**src/rtl/rf_arbiter_params.sv**
```systemverilog
// Shared types and defaults for the register-file write arbiter.
package rf_arbiter_params;

    localparam int FIFO_DEPTH_DEFAULT   = 2;
    localparam int STARVE_LIMIT_DEFAULT = 4;

    // One register-file write: target register, byte strobe, payload.
    typedef struct packed {
        logic [4:0]  address;
        logic [3:0]  strobe;
        logic [31:0] data;
    } rf_write_req_t;

endpackage

```
**src/rtl/rf_pending_fifo.sv**
```systemverilog
// Pending queue for long-latency results: storage, pointers, occupancy and
// the OR-mask of destination registers still waiting to be written.
module rf_pending_fifo
    import rf_arbiter_params::*;
#(
    parameter int DEPTH = FIFO_DEPTH_DEFAULT
) (
    input  logic          clock,
    input  logic          reset_n,
    input  logic          push,
    input  rf_write_req_t push_req,
    input  logic          pop,
    output rf_write_req_t head,
    output logic          full,
    output logic          empty,
    output logic [31:0]   pending_mask
);

    localparam int PW = $clog2(DEPTH);
    localparam int CW = $clog2(DEPTH) + 1;

    rf_write_req_t   mem [DEPTH];
    logic [PW-1:0]   wr_ptr;
    logic [PW-1:0]   rd_ptr;
    logic [CW-1:0]   count;

    assign full  = (count == CW'(DEPTH));
    assign empty = (count == '0);
    assign head  = mem[rd_ptr];

    // Pointers wrap naturally because DEPTH is a power of two.
    always_ff @(posedge clock or negedge reset_n) begin
        if (!reset_n) begin
            wr_ptr <= '0;
            rd_ptr <= '0;
            count  <= '0;
        end else begin
            if (push) wr_ptr <= wr_ptr + 1'b1;
            if (pop)  rd_ptr <= rd_ptr + 1'b1;
            case ({push, pop})
                2'b10:   count <= count + 1'b1;
                2'b01:   count <= count - 1'b1;
                default: count <= count;
            endcase
        end
    end

    // Payload storage; validity is tracked by the pointers, so no reset.
    always_ff @(posedge clock) begin
        if (push) mem[wr_ptr] <= push_req;
    end

    // A slot is live when its distance from the read pointer is below count.
    always_comb begin
        pending_mask = '0;
        for (int i = 0; i < DEPTH; i++) begin
            if ({1'b0, PW'(PW'(i) - rd_ptr)} < count)
                pending_mask[mem[i].address] = 1'b1;
        end
    end

endmodule

```
**src/rtl/rf_write_arbiter.sv**
```systemverilog
// Register-file write-port arbiter between the writeback stage and a
// long-latency unit, with a bounded-starvation hold on WB.
// Optional feature: define RF_ARB_BYPASS_EN to let an LU result go straight
// to the write port when the queue is empty and WB is not writing.
module rf_write_arbiter
    import rf_arbiter_params::*;
#(
    parameter int FIFO_DEPTH   = FIFO_DEPTH_DEFAULT,
    parameter int STARVE_LIMIT = STARVE_LIMIT_DEFAULT
) (
    input  logic        clock,
    input  logic        reset_n,
    input  logic        wb_write_enabled,
    input  logic [4:0]  wb_write_address,
    input  logic [3:0]  wb_write_strobe,
    input  logic [31:0] wb_write_data,
    output logic        wb_hold,
    input  logic        lu_valid,
    input  logic [4:0]  lu_write_address,
    input  logic [31:0] lu_write_data,
    output logic        lu_ready,
    output logic        rf_write_enabled,
    output logic [4:0]  rf_write_address,
    output logic [3:0]  rf_write_strobe,
    output logic [31:0] rf_write_data,
    output logic [31:0] pending_mask
);

    logic          ready_q;
    logic [3:0]    starve_cnt;
    logic          q_full, q_empty;
    rf_write_req_t q_head, lu_req;
    logic          lu_fire, wb_grant, lu_grant, bypass, push, pop;

    assign lu_req   = '{address: lu_write_address, strobe: 4'b1111, data: lu_write_data};
    assign lu_ready = ready_q & ~q_full;
    assign lu_fire  = lu_valid & lu_ready;
    assign wb_hold  = ~q_empty & (starve_cnt == 4'(STARVE_LIMIT));
    assign wb_grant = wb_write_enabled & ~wb_hold;
    assign lu_grant = ~q_empty & (~wb_write_enabled | wb_hold);

`ifdef RF_ARB_BYPASS_EN
    assign bypass = lu_fire & q_empty & ~wb_write_enabled & (lu_write_address != 5'd0);
`else
    assign bypass = 1'b0;
`endif

    // r0 results complete the handshake but are dropped here.
    assign push = lu_fire & (lu_write_address != 5'd0) & ~bypass;
    assign pop  = lu_grant;

    rf_pending_fifo #(.DEPTH(FIFO_DEPTH)) u_fifo (
        .clock        (clock),
        .reset_n      (reset_n),
        .push         (push),
        .push_req     (lu_req),
        .pop          (pop),
        .head         (q_head),
        .full         (q_full),
        .empty        (q_empty),
        .pending_mask (pending_mask)
    );

    // lu_ready stays low during reset and rises on the first edge after it.
    always_ff @(posedge clock or negedge reset_n) begin
        if (!reset_n) ready_q <= 1'b0;
        else          ready_q <= 1'b1;
    end

    // Count WB wins while LU waits; saturation is what raises wb_hold.
    always_ff @(posedge clock or negedge reset_n) begin
        if (!reset_n)
            starve_cnt <= '0;
        else if (q_empty || lu_grant)
            starve_cnt <= '0;
        else if (wb_grant && starve_cnt != 4'(STARVE_LIMIT))
            starve_cnt <= starve_cnt + 1'b1;
    end

    // Write-port mux; outputs follow the granted source in the same cycle.
    always_comb begin
        rf_write_enabled = 1'b0;
        rf_write_address = '0;
        rf_write_strobe  = '0;
        rf_write_data    = '0;
        if (reset_n) begin
            if (wb_grant) begin
                rf_write_enabled = 1'b1;
                rf_write_address = wb_write_address;
                rf_write_strobe  = wb_write_strobe;
                rf_write_data    = wb_write_data;
            end else if (lu_grant) begin
                rf_write_enabled = 1'b1;
                rf_write_address = q_head.address;
                rf_write_strobe  = 4'b1111;
                rf_write_data    = q_head.data;
            end else if (bypass) begin
                rf_write_enabled = 1'b1;
                rf_write_address = lu_req.address;
                rf_write_strobe  = lu_req.strobe;
                rf_write_data    = lu_req.data;
            end
        end
    end

endmodule

```
**config.mk**
```make
export PLATFORM = sky130hd
export DESIGN_NAME = rf_write_arbiter
export DESIGN_NICKNAME = d
export VERILOG_FILES = /design/src/rtl/rf_arbiter_params.sv /design/src/rtl/rf_pending_fifo.sv /design/src/rtl/rf_write_arbiter.sv
export SDC_FILE = /design/constraint.sdc
export NUM_CORES = 1
export LEC_CHECK = 0
export ABC_AREA = 1
export CAP_MARGIN = 20
export CORE_UTILIZATION = 55
export CTS_CLUSTER_DIAMETER = 200
export DETAILED_ROUTE_END_ITERATION = 8
export DONT_BUFFER_PORTS = 1
export PLACE_DENSITY = 0.75
export SLEW_MARGIN = 40
export SYNTH_ARGS = -nofsm -noshare
export SYNTH_HDL_FRONTEND = slang
export SYNTH_SLANG_ARGS = --single-unit
```
**constraint.sdc**
```tcl
create_clock -name clock -period 3.54 [get_ports clock]
set_clock_uncertainty 0.1 [all_clocks]
set_input_delay 0.708 -clock clock [delete_from_list [all_inputs] [get_ports clock]]
set_output_delay 0.708 -clock clock [all_outputs]
set_load 0.05 [all_outputs]
```
# After elaboration in Yosys (flattened, before gate mapping)
# Memory sizes are Yosys's and may differ from the RTL's.
# Index checks and enable logic that the tools add are counted.
[word_totals]
inputBits = 82
register_bits = 9
mem_bits_rw = 74
memories = 1
out_inout_bits = 76
elab_cells = 67
[op_classes]
eq_ne = 5
magnitude_cmp = 6
reduce_logical = 8
muxes = 23
bitwise = 12
n_addsub = 7
[mem_list]
columns = ["name", "words", "word_bits", "read_ports", "rd_ports_with_merged_regs", "write_ports", "line_no", "source"]
rows = [
  ["u_fifo.mem", 2, 37, 3, 0, 1, "rf_pending_fifo.sv:22", "rf_write_req_t mem [DEPTH];"],
]
[op_table]
columns = ["cell", "n"]
rows = [
  ["two-way mux 32 bit", 5],
  ["bitwise OR 32 bit", 1],
  ["two-way mux 4 bit", 5],
  ["two-way mux 5 bit", 3],
  ["less-than comparator 5 x 6 -> 1 bit, second input constant", 2],
  ["demux 1 bit (select 5 bit)", 2],
  [">= comparator 5 x 1 -> 1 bit, second input constant", 2],
  ["two-way mux 1 bit", 7],
  ["AND 1 bit", 6],
  ["nonzero test 5 bit", 1],
  ["adder 4 x 1 -> 4 bit, second input constant", 1],
  ["== test 2 bit, second input constant", 2],
  ["== test 4 x 3 -> 1 bit, second input constant", 1],
  ["less-than comparator 1 x 2 -> 1 bit", 2],
  ["inequality test 4 x 3 -> 1 bit, second input constant", 1],
  ["NOT 1 bit", 4],
  ["one-hot mux 2 bit (2 select lines)", 1],
  ["nonzero test 2 bit", 2],
  ["logical AND 1 bit", 3],
  ["adder 1 bit, second input constant", 2],
  ["adder 2 x 1 -> 2 bit, second input constant", 1],
  ["== test 2 x 1 -> 1 bit, second input constant", 1],
  ["logical NOT 2 bit", 1],
  ["subtractor 1 bit, first input constant", 2],
  ["3 further kinds", 3],
]

# Depth between registers and ports, before layout
# Gate-level depths: netlist (run 1).
[logic_depth]
word_depth = 8
ltp_mapped = 9
ltp_nobuf = 8

# Hierarchy
# A second synthesis (run 1) with hierarchy kept.
[unflattened]
cells_unflattened = 561
area_unflattened_um2 = 4956.0
[modules_own_cells]
columns = ["mod", "seq_area_each_um2", "area_per_inst_um2", "cells_per_inst", "n_inst"]
rows = [
  ["rf_pending_fifo", 2562.5, 3839.9, 384, 1],
  ["rf_write_arbiter", 125.1, 1116.1, 177, 1],
]

# Worst setup path before layout (run 1)
# OpenSTA, ideal clock, no wires.
[synth_path]
kind = "register to register"
start = "reg u_fifo.count[0]"
end = "mem u_fifo.mem[1][0] in the netlist's numbering (enable)"
path_stages_with_launch = 5
path_slack_ns = -0.595
period_less_slack_ns = 4.135
t_required_ns = 3.009
setup_time_ns = 0.431
arrival_time_ns = 3.604
cell_sequence = "dfrtp_1 > inv_2 > a21boi_0 > nand3_1 > nor2_1"
[synth_via]
elab_chain_cells = 7
[synth_rtl]
columns = ["item", "line_no", "source"]
rows = [
  ["from (decl)", "rf_pending_fifo.sv:25", "logic [CW-1:0] count;"],
  ["from (signal assigned)", "rf_pending_fifo.sv:41", "2'b10: count <= count + 1'b1;"],
  ["from (signal assigned)", "rf_pending_fifo.sv:42", "2'b01: count <= count - 1'b1;"],
  ["from (signal assigned)", "rf_pending_fifo.sv:43", "default: count <= count;"],
  ["== test 2 bit", "rf_pending_fifo.sv:27", "assign full = (count == CW'(DEPTH));"],
  ["NOT 1 bit", "rf_write_arbiter.sv:36", "assign lu_ready = ready_q & ~q_full;"],
  ["AND 1 bit", "rf_write_arbiter.sv:36", ""],
  ["net lu_ready", "rf_write_arbiter.sv:21", "output logic lu_ready,"],
  ["AND 1 bit", "rf_write_arbiter.sv:37", "assign lu_fire = lu_valid & lu_ready;"],
  ["AND 1 bit", "rf_write_arbiter.sv:49", "assign push = lu_fire & (lu_write_address != 5'd0) & ~bypass;"],
  ["two-way mux 1 bit", "rf_pending_fifo.sv:50", "if (push) mem[wr_ptr] <= push_req;"],
  ["two-way mux 1 bit (not written as such)", "rf_pending_fifo.sv:50", ""],
  ["to (decl)", "rf_pending_fifo.sv:22", ""],
]
# The timed path passes the listed nets, and every way through them passes these cells.

# Worst setup path after layout (run 1)
[layout_path]
start = "reg starve_cnt[0]"
end = "out rf_write_data[0]"
[layout_via]
elab_chain_cells = 7
[layout_rtl]
columns = ["item", "line_no", "source"]
rows = [
  ["from (decl)", "rf_write_arbiter.sv:30", "logic [3:0] starve_cnt;"],
  ["from (signal assigned)", "rf_write_arbiter.sv:77", "starve_cnt <= starve_cnt + 1'b1;"],
  ["== test 4 x 3 -> 1 bit *", "rf_write_arbiter.sv:38", "assign wb_hold = ~q_empty & (starve_cnt == 4'(STARVE_LIMIT));"],
  ["AND 1 bit *", "rf_write_arbiter.sv:38", ""],
  ["bitwise OR 1 bit", "rf_write_arbiter.sv:40", "assign lu_grant = ~q_empty & (~wb_write_enabled | wb_hold);"],
  ["AND 1 bit", "rf_write_arbiter.sv:40", ""],
  ["two-way mux 32 bit", "rf_write_arbiter.sv:92", "end else if (lu_grant) begin"],
  ["two-way mux 32 bit *", "rf_write_arbiter.sv:87", "if (wb_grant) begin"],
  ["two-way mux 32 bit *", "rf_write_arbiter.sv:86", "if (reset_n) begin"],
  ["to (decl)", "rf_write_arbiter.sv:25", "output logic [31:0] rf_write_data,"],
]
# Every way passes the cells marked *; elsewhere a longest branch is shown, timed or not.

==> results list, run 1 <==
- Gates resized during post-CTS repair numbered 0.
- Wire length of the first global-routing pass: 14900 µm
- End point of the most critical hold path: u_fifo.mem[0][29]
- The worst setup path is captured at an output port.
- The clock reaches the later pin of the worst-skew pair after 0.34 ns.
- Of all nets on the critical path, the largest fanout is 34.
* Distinct cells, synth: 22
- Of the available clock period, the critical path in the final layout requires 0.867.
- Entering global routing, the biggest net connects 44 pins.
- Mapped Area: 0.00422 mm²
* Xor/xnor share of the synthesized area: 0.0104
- The cell sitting at the root of the clock tree is a sky130_fd_sc_hd__clkbuf_8.
- Met2 track demand over resource in global routing: 0.450
* Max-slew violation total from the final report: 0
- Measured on the finished design, the core utilization comes to 0.701.
- Largest family of logic cells by synthesized area: simple AND/OR/NAND/NOR gates
* Leakage power total: 2.14 nW
* Number of global-route vias before repair: 3118
* Met3 capacity usage during global routing: 0.0649
- Net total in the final layout: 635
- Routability cong.: 0.879
- The complex-gate fraction of the synthesized area is 0.101.
- In this run the post-CTS setup repair buffer count came out at 0.
- Minimum clock period: 3.07 ns
* Total Die Area: 0.00803 mm²
- Total power: 3.40 mW
- For this run, the detailed router's first-pass iteration total came to 5.
- The commonest cells after synthesis are 175 x sky130_fd_sc_hd__nand2_1, 74 x sky130_fd_sc_hd__edfxtp_1, 54 x sky130_fd_sc_hd__nand3_1.
* Yosys warns: 0
- In this run, synthesis produced a sequential element count of 83.
* DIE HEIGHT: 89.6 µm
- In the post-synthesis netlist, the cell with the most instances is sky130_fd_sc_hd__nand2_1.
- Main area contributors after synthesis: sky130_fd_sc_hd__edfxtp_1 53%, sky130_fd_sc_hd__nand2_1 16%, sky130_fd_sc_hd__nand3_1 6.4%
* Synthesized netlist cell count: 480
- Clock H-tree levels: 3
- After filler insertion, the fill cell instance count of the layout stands at 599.
- Placed Cells incl. Taps: 637
- In this run the tool buffered the top-level ports with 0 buffer cells.
- The initialized floorplan defines 31 standard-cell rows.
- Top_reg_cell synth: sky130_fd_sc_hd__edfxtp_1
- Area delta synth->final: 21.7%
- Once layout is complete, the cells apart from fillers number 654.
- Summed over all instances, the cell type with the most area after synthesis is sky130_fd_sc_hd__edfxtp_1.
* TritonCTS clock tree: built
- For this run, the register share of the synthesized area comes to 0.579.
- During I/O placement, the number of pins put on the boundary was 158.
- After detailed routing, the average wire length per cell comes to 15.5 µm.
- Vias per Instance: 5.51
- Number of stages on the worst hold path: 0
- The path class of the tightest hold or removal check is input port to flip-flop.
- The share of synthesized area in the top cell type comes to 0.526.
- The endpoint identified for the worst register-to-register timing path is u_fifo.count[1].
* Estimated wirelength of the detail-placed design: 7190 µm
- Depth of the most critical reg-to-reg path: 9
* Portion of netlist area occupied by mux cells: 0
* Met1 Resource Use GR: 0.302
- Status: finished, final reports clean
* Horizontal die dimension: 89.6 µm
* Overall routing resource usage: 0.251
- STA classifies the critical path startpoint as a flip-flop.
- Share of synthesized flip-flops with an asynchronous set or reset: 0.108
* Hold Buf Count CTS: 1
- Buffer levels on the longest clock path: 2
* RSZ-0062 raised after global routing: false
- Setup total negative slack on the finished layout was measured at 0 ns.
- Simple logic cell fraction of the synthesized area: 0.249
- Origin of the critical flop-to-flop path: starve_cnt[0]
* Antenna violations before repair: 0
* Number of buffers added by the clock tree synthesis step: 9
- Nets in the synthesized netlist: 565
- Setup-failing EPs final: 0
* Number of sinks driven by the clock tree: 83
- Hold Fails Final Rpt: 0
- Remaining max-slew budget at the tightest pin: 0.532
- In this run, the number of DRC markers left after iteration 0 of detailed routing was 215.
- Power per standard cell area: 663 mW/mm²
* Req. time, crit path: 2.73 ns
- DRC violation count after routing: 0
- 0 antenna diodes ended up in the layout.
- Clock-pin slew was measured on the worst setup and hold paths at 0.08 ns.
* Total Routed Length: 10100 µm
- Placeable core region: 0.00733 mm²
* WS Path Type: flip-flop to output port
* Post-synth EDFFs: 74
- Across all layers, the routed design uses 3603 vias.
- STA puts the critical path data arrival time at 2.26 ns.
* Avg Cell Area, Syn: 8.80 µm²
- Summed over all layers, the global routing overflow is 0.
- VDD IR-drop max: 0.000357 V
* Max Fclk: 326 MHz
* Number of nets still failing antenna checks after routing: 0
- Worst reg2reg setup slack: 1.19 ns
- The initial utilization of the core area, before any placement, comes to 0.576.
- Final instance area: 0.00514 mm²
- Startpoint of the tightest hold check path: lu_write_data[29]
* GRT busiest layer: met2
- Synthesized-area fraction occupied by adder cells: 0.00889
* Number of max-cap violations: 0
* Share of final-layout standard cells stronger than drive strength 1: 0.191
- In this run the cell area measured after placement is 0.00494 mm².
- At the pin with the least slew margin, the transition time is 0.702 ns.
-- cell families after synthesis --
kind of cell,count (synthesis)
simple gates,252
flops,83
fa+ha+maj,3
xor+xnor,5
other cells,1
buf+inv,52
compound gates,84
-- layout by cell type, fill, tap and decap left out, types with 2 or more instances in the layout --
cell / count
sky130_fd_sc_hd__dfrtp_1: 9
sky130_fd_sc_hd__nor3_2: 4
sky130_fd_sc_hd__a21oi_1: 39
sky130_fd_sc_hd__nand2_1: 175
sky130_fd_sc_hd__inv_1: 24
sky130_fd_sc_hd__o21ai_0: 10
sky130_fd_sc_hd__o21ai_1: 33
sky130_fd_sc_hd__xnor2_1: 2
sky130_fd_sc_hd__nor2_1: 8
sky130_fd_sc_hd__ha_1: 3
sky130_fd_sc_hd__buf_12: 5
sky130_fd_sc_hd__nand3_1: 54
sky130_fd_sc_hd__clkbuf_8: 9
sky130_fd_sc_hd__xor2_1: 3
sky130_fd_sc_hd__clkinv_1: 2
sky130_fd_sc_hd__buf_4: 78
sky130_fd_sc_hd__nor3_1: 9
sky130_fd_sc_hd__edfxtp_1: 74
sky130_fd_sc_hd__inv_2: 3
-- flip-flops by register name (all words and copies together) (netlist names) --
register	count
u_fifo.rd_ptr	1
ready_q	1
u_fifo.count	2
u_fifo.mem	74
starve_cnt	4
u_fifo.wr_ptr	1
-- worst max-delay path by stage --
stage	from	end	slack, ns	cells after the start
floorplan	wb_write_enabled	rf_write_strobe[0]	0.31	6
global placement	starve_cnt[0]	rf_write_data[11]	0.91	8
detailed placement	starve_cnt[0]	rf_write_data[1]	0.86	8
CTS	starve_cnt[0]	rf_write_data[27]	0.46	8
global route	starve_cnt[0]	rf_write_data[0]	0.31	8
finish	starve_cnt[0]	rf_write_data[0]	0.47	8
-- worst max-delay path: stages (launching register included) --
cell                      delay (ns)
sky130_fd_sc_hd__dfrtp_1        0.42
sky130_fd_sc_hd__inv_1          0.07
sky130_fd_sc_hd__ha_1           0.17
sky130_fd_sc_hd__nand3_1        0.15
sky130_fd_sc_hd__a21oi_4        0.22
sky130_fd_sc_hd__buf_4          0.37
sky130_fd_sc_hd__nand2_1        0.11
sky130_fd_sc_hd__a21oi_1        0.18
sky130_fd_sc_hd__buf_4          0.23
-- final cells by class --
type,count,area (µm²),area share
Sequential cell,83,2450,0.476
Timing Repair Buffer,84,696,0.135
Clock inverter,7,67.6,0.0131
Tap cell,99,124,0.0241
Clock buffer,9,124,0.0241
Multi-Input combinational cell,345,1580,0.307
Inverter,27,101,0.0197
-- report_power, final --
| part | internal [mW] | switching (mW) | leakage (nW) |
|---|---|---|---|
| logic | 0.410 | 1.07 | 1.26 |
| registers | 1.22 | 0.0630 | 0.789 |
| clock network | 0.323 | 0.320 | 0.0947 |
| total | 1.95 | 1.45 | 2.14 |
-- through the flow --
stage	hold WS, ns	setup WS [ns]
4_1_cts	0.346	0.461
5_1_grt	0.333	0.313
3_5_place_dp	0.313	0.856
6_report	0.358	0.470
2_1_floorplan	0.312	0.305
3_3_place_gp	0.313	0.913
-- per-layer routing --
metal / wire [µm] / up-vias / share of wire
li1: - / 1768 / -
met1: 4040 / 1681 / 0.40
met2: 5310 / 145 / 0.52
met3: 703 / 9 / 0.069
met4: 78 / 0 / 0.0077
met5: 0 / - / 0
No activity file was read; power rests on OpenSTA's default activity.
==> run 2: changes to the inputs <==
--- a/config.mk
+++ b/config.mk
@@ -6,7 +6,7 @@
 export NUM_CORES = 1
 export LEC_CHECK = 0
 export ABC_AREA = 1
-export CAP_MARGIN = 20
+export CAP_MARGIN = 25
 export CORE_UTILIZATION = 55
 export CTS_CLUSTER_DIAMETER = 200
 export DETAILED_ROUTE_END_ITERATION = 8
==> results of run 2 <==
The final DEF is identical to that of run 1; final timing and power are the same.
==> run 3: changes to the inputs <==
--- a/config.mk
+++ b/config.mk
@@ -7,11 +7,12 @@
 export LEC_CHECK = 0
 export ABC_AREA = 1
 export CAP_MARGIN = 25
-export CORE_UTILIZATION = 55
+export CORE_UTILIZATION = 62
+export CTS_BUF_LIST = sky130_fd_sc_hd__clkbuf_2 sky130_fd_sc_hd__clkbuf_4 sky130_fd_sc_hd__clkbuf_8
 export CTS_CLUSTER_DIAMETER = 200
 export DETAILED_ROUTE_END_ITERATION = 8
 export DONT_BUFFER_PORTS = 1
-export PLACE_DENSITY = 0.75
+export PLACE_DENSITY = 0.83
 export SLEW_MARGIN = 40
 export SYNTH_ARGS = -nofsm -noshare
 export SYNTH_HDL_FRONTEND = slang
==> run 3 against run 2 <==
  * The run now ends with DRC left
  * Critical path depth is 1 lower
  * Global-route usage is 4.7 points higher
  * Clock power is 23% higher
  * Critical path type unchanged
  * Critical endpoint unchanged
  * Largest cell class unchanged
  * Largest power group unchanged
==> results list, run 3 (synthesis gave the netlist of run 1 again) <==
- Clock H-tree levels: 3 (unchanged)
- Leakage power total: 2.17 nW (+1.2%)
* Gr ovfl total: 0 (unchanged)
- First drt pass iteration count: 9 (+4)
- Post-layout worst setup margin: 0.525 ns (+0.0542 ns)
* Violated checks: DRC
- Vias per Instance: 5.92 (+7.5%)
- Wire length of the first global-routing pass: 16200 µm (+8.4%)
- The number of pins exceeding their max-slew limit in the final report was 0 (unchanged).
- The CTS sink count was 83 (unchanged).
* Total Routed Length: 10600 µm (+4.6%)
* Setup-failing EPs final: 0 (unchanged)
- Number of global-route vias before repair: 3475 (+11%)
- The routed length on met3 came to 1060 µm (+50%).
- Highest metal layer used by the detailed router: met4
* Sum of routed wire segments on met1: 3810 µm (-5.8%)
- The count of unresolved DRC violations after routing was 11 (+11).
- The transition at the pin with the smallest max-transition slack came to 0.650 ns (-0.0515 ns).
* Share of final-layout standard cells stronger than drive strength 1: 0.195 (+0.00360)
- Compared with the post-synthesis result, the final layout area differs by 22.2%.
- Registers with the highest flip-flop counts: u_fifo.mem x74, starve_cnt x4, u_fifo.count x2
- The antenna cell count came to 0 (unchanged).
- DIE HEIGHT: 84.5 µm (-5.7%)
* Via count: 3744 (+3.9%)
- The die width was 84.5 µm (-5.7%).
* Type of element capturing the critical path: output port
* Hold Fails Final Rpt: 0 (unchanged)
- Register clock-pin slew on the reported worst setup and hold paths: 0.08 ns (about the same)
- The final design utilization is 0.799 (+0.0981).
* Instance area after placement: 0.00492 mm² (-0.41%)
- Category of cells accounting for the largest share of critical-path delay: buffers and inverters
- Pin count of the biggest net entering global routing: 44 (unchanged)
- The maximum fanout encountered on the critical timing path was 33 (-2.9%).
- TritonCTS built the clock tree.
- RSZ-0062 raised after global routing: false
- Total Die Area: 0.00715 mm² (-11%)
* Commonest cells after routing, fill and taps aside: 175 x sky130_fd_sc_hd__nand2_1, 79 x sky130_fd_sc_hd__buf_4, 74 x sky130_fd_sc_hd__edfxtp_1
- The detailed-route wire length per cell was 16.8 µm (+8.2%).
* Detailed Route Iter0 Violations: 285 (+33%)
- Power per standard cell area: 691 mW/mm² (+4.3%)
* Routability cong.: 0.971 (+10%)
- Final total negative setup slack: 0 ns (unchanged)
* WS Path Type: flip-flop to output port
* Buffer levels on the longest clock path: 2 (unchanged)
- Clock Root Buffer: sky130_fd_sc_hd__clkbuf_8
- Reg with most FFs: u_fifo.mem
* Number of buffers added by the clock tree synthesis step: 9 (unchanged)
- Placed Cells incl. Taps: 616 (-3.3%)
- The combined global-route utilization of all metal layers is 0.298 (+0.0465).
- Estimated wirelength of the detail-placed design: 7330 µm (+2.0%)
- The minimum clock period came to 3.02 ns (-0.0542 ns).
- Critical-path cell list: inv_1 -> ha_1 -> nand3_1 -> buf_4 -> nand3_1 -> a21oi_1 -> buf_4
* Req. time, crit path: 2.73 ns (about the same)
- Number of buffer and inverter instances along the worst setup path: 3 (unchanged)
* Final hold slack: 0.352 ns (-0.00653 ns)
- The final cycle utilization of the critical path came to 0.852 (-0.0153).
- Most frequent standard cell in the layout excluding fill and tap cells: sky130_fd_sc_hd__nand2_1
- The worst slew margin relative to its limit is 0.565 (+0.0338).
* Total power: 3.57 mW (+4.7%)
- Kind of path behind the tightest hold check: input port to flip-flop
- IO Pins: 158 (unchanged)
* Resized cells post-CTS: 0 (unchanged)
- The final standard cell area without fillers came to 0.00516 mm² (+0.44%).
- Max Fclk: 332 MHz (+1.8%)
- The met2 wirelength from detailed routing was 5540 µm (+4.3%).
* Stage delay of the slowest cell on the critical path: 0.40 ns (-0.02 ns)
* Number of cell rows: 29 (-6.5%)
- The data arrival time of the worst path was 2.21 ns (-0.05 ns).
- VDD IR-drop max: 0.000457 V (+28%)
- The worst setup path is launched from a flip-flop.
* Post-place setup slack: 0.952 ns (+0.0955 ns)
- The number of I/O port buffers came to 0 (unchanged).
- Number of max-cap violations: 0 (unchanged)
* Slowest stage cell, crit path: sky130_fd_sc_hd__dfrtp_1
- Status: finished with violations
* Largest register FFs: 74 (unchanged)
- The post-route antenna net violation count was 0 (unchanged).
* Initial core utilization: 0.654 (+0.0778)
- The filler-free cell count of the finished design is 632 (-3.4%).
- The number of antenna violations at the first check in global routing was 0 (unchanged).
- The slack of the worst reg-to-reg path came to 1.18 ns (about the same).
- Net total in the final layout: 636 (+0.16%)
- Post-CTS Setup Bufs: 0 (unchanged)
- The insertion delay to the later sink of the worst-skew pair is 0.34 ns (about the same).
- Placeable core region: 0.00646 mm² (-12%)
[run 3: cell types whose count changed in the layout (fill, tap and decap cells not counted), sizes merged]
cell	previous run	this run
clkbuf	9	10
buf	83	84
clkinv	4	2
bufinv	1	3
inv	28	27
clkinvlp	1	0
[run 3: final cells by class]
class	instances	area [µm²]
well taps	77	96.3
fillers	397	1300
flip-flops and latches	83	2450
multi-input cells	345	1580
repair buffers	85	703
clock inverters	5	103
inverters	27	101
clock buffers	10	131
[run 3: path summary, 6_finish.rpt]
| check | from | endpoint | cells after the start |
|---|---|---|---|
| worst max-delay path | starve_cnt[0] | rf_write_data[0] | 7 |
| worst min-delay path | lu_write_data[20] | u_fifo.mem[1][20] | 0 |
| worst max register to register | u_fifo.count[0] | u_fifo.mem[1][33] | 5 |
| worst min register to register | u_fifo.wr_ptr | u_fifo.wr_ptr | 2 |
| max in group asynchronous | reset_n | ready_q | 1 |
| min in group asynchronous | reset_n | starve_cnt[2] | 1 |
[run 3: metal layers]
layer	vias up	global-route usage
li1	1770	-
met1	1705	0.350
met2	248	0.528
met3	21	0.0669
met4	0	0.126
met5	-	0
[run 3: timing repair]
| item | in CTS | in global routing |
|---|---|---|
| hold buffers | 1 | 0 |
| setup endpoints to repair | 0 | 0 |
| hold endpoints to repair | 9 | 0 |
[run 3: worst register-to-register path, delay by kind of cell, from the launching register on]
kind            cells  cell delay, ns
simple gates        2            0.78
flops               1            0.44
buf+inv             2            0.43
compound gates      1            0.29
[run 3: power breakdown]
part	internal (mW)	leakage [nW]	switching, mW
clock	0.472	0.117	0.320
sequential	1.22	0.789	0.0637
combinational	0.415	1.26	1.08
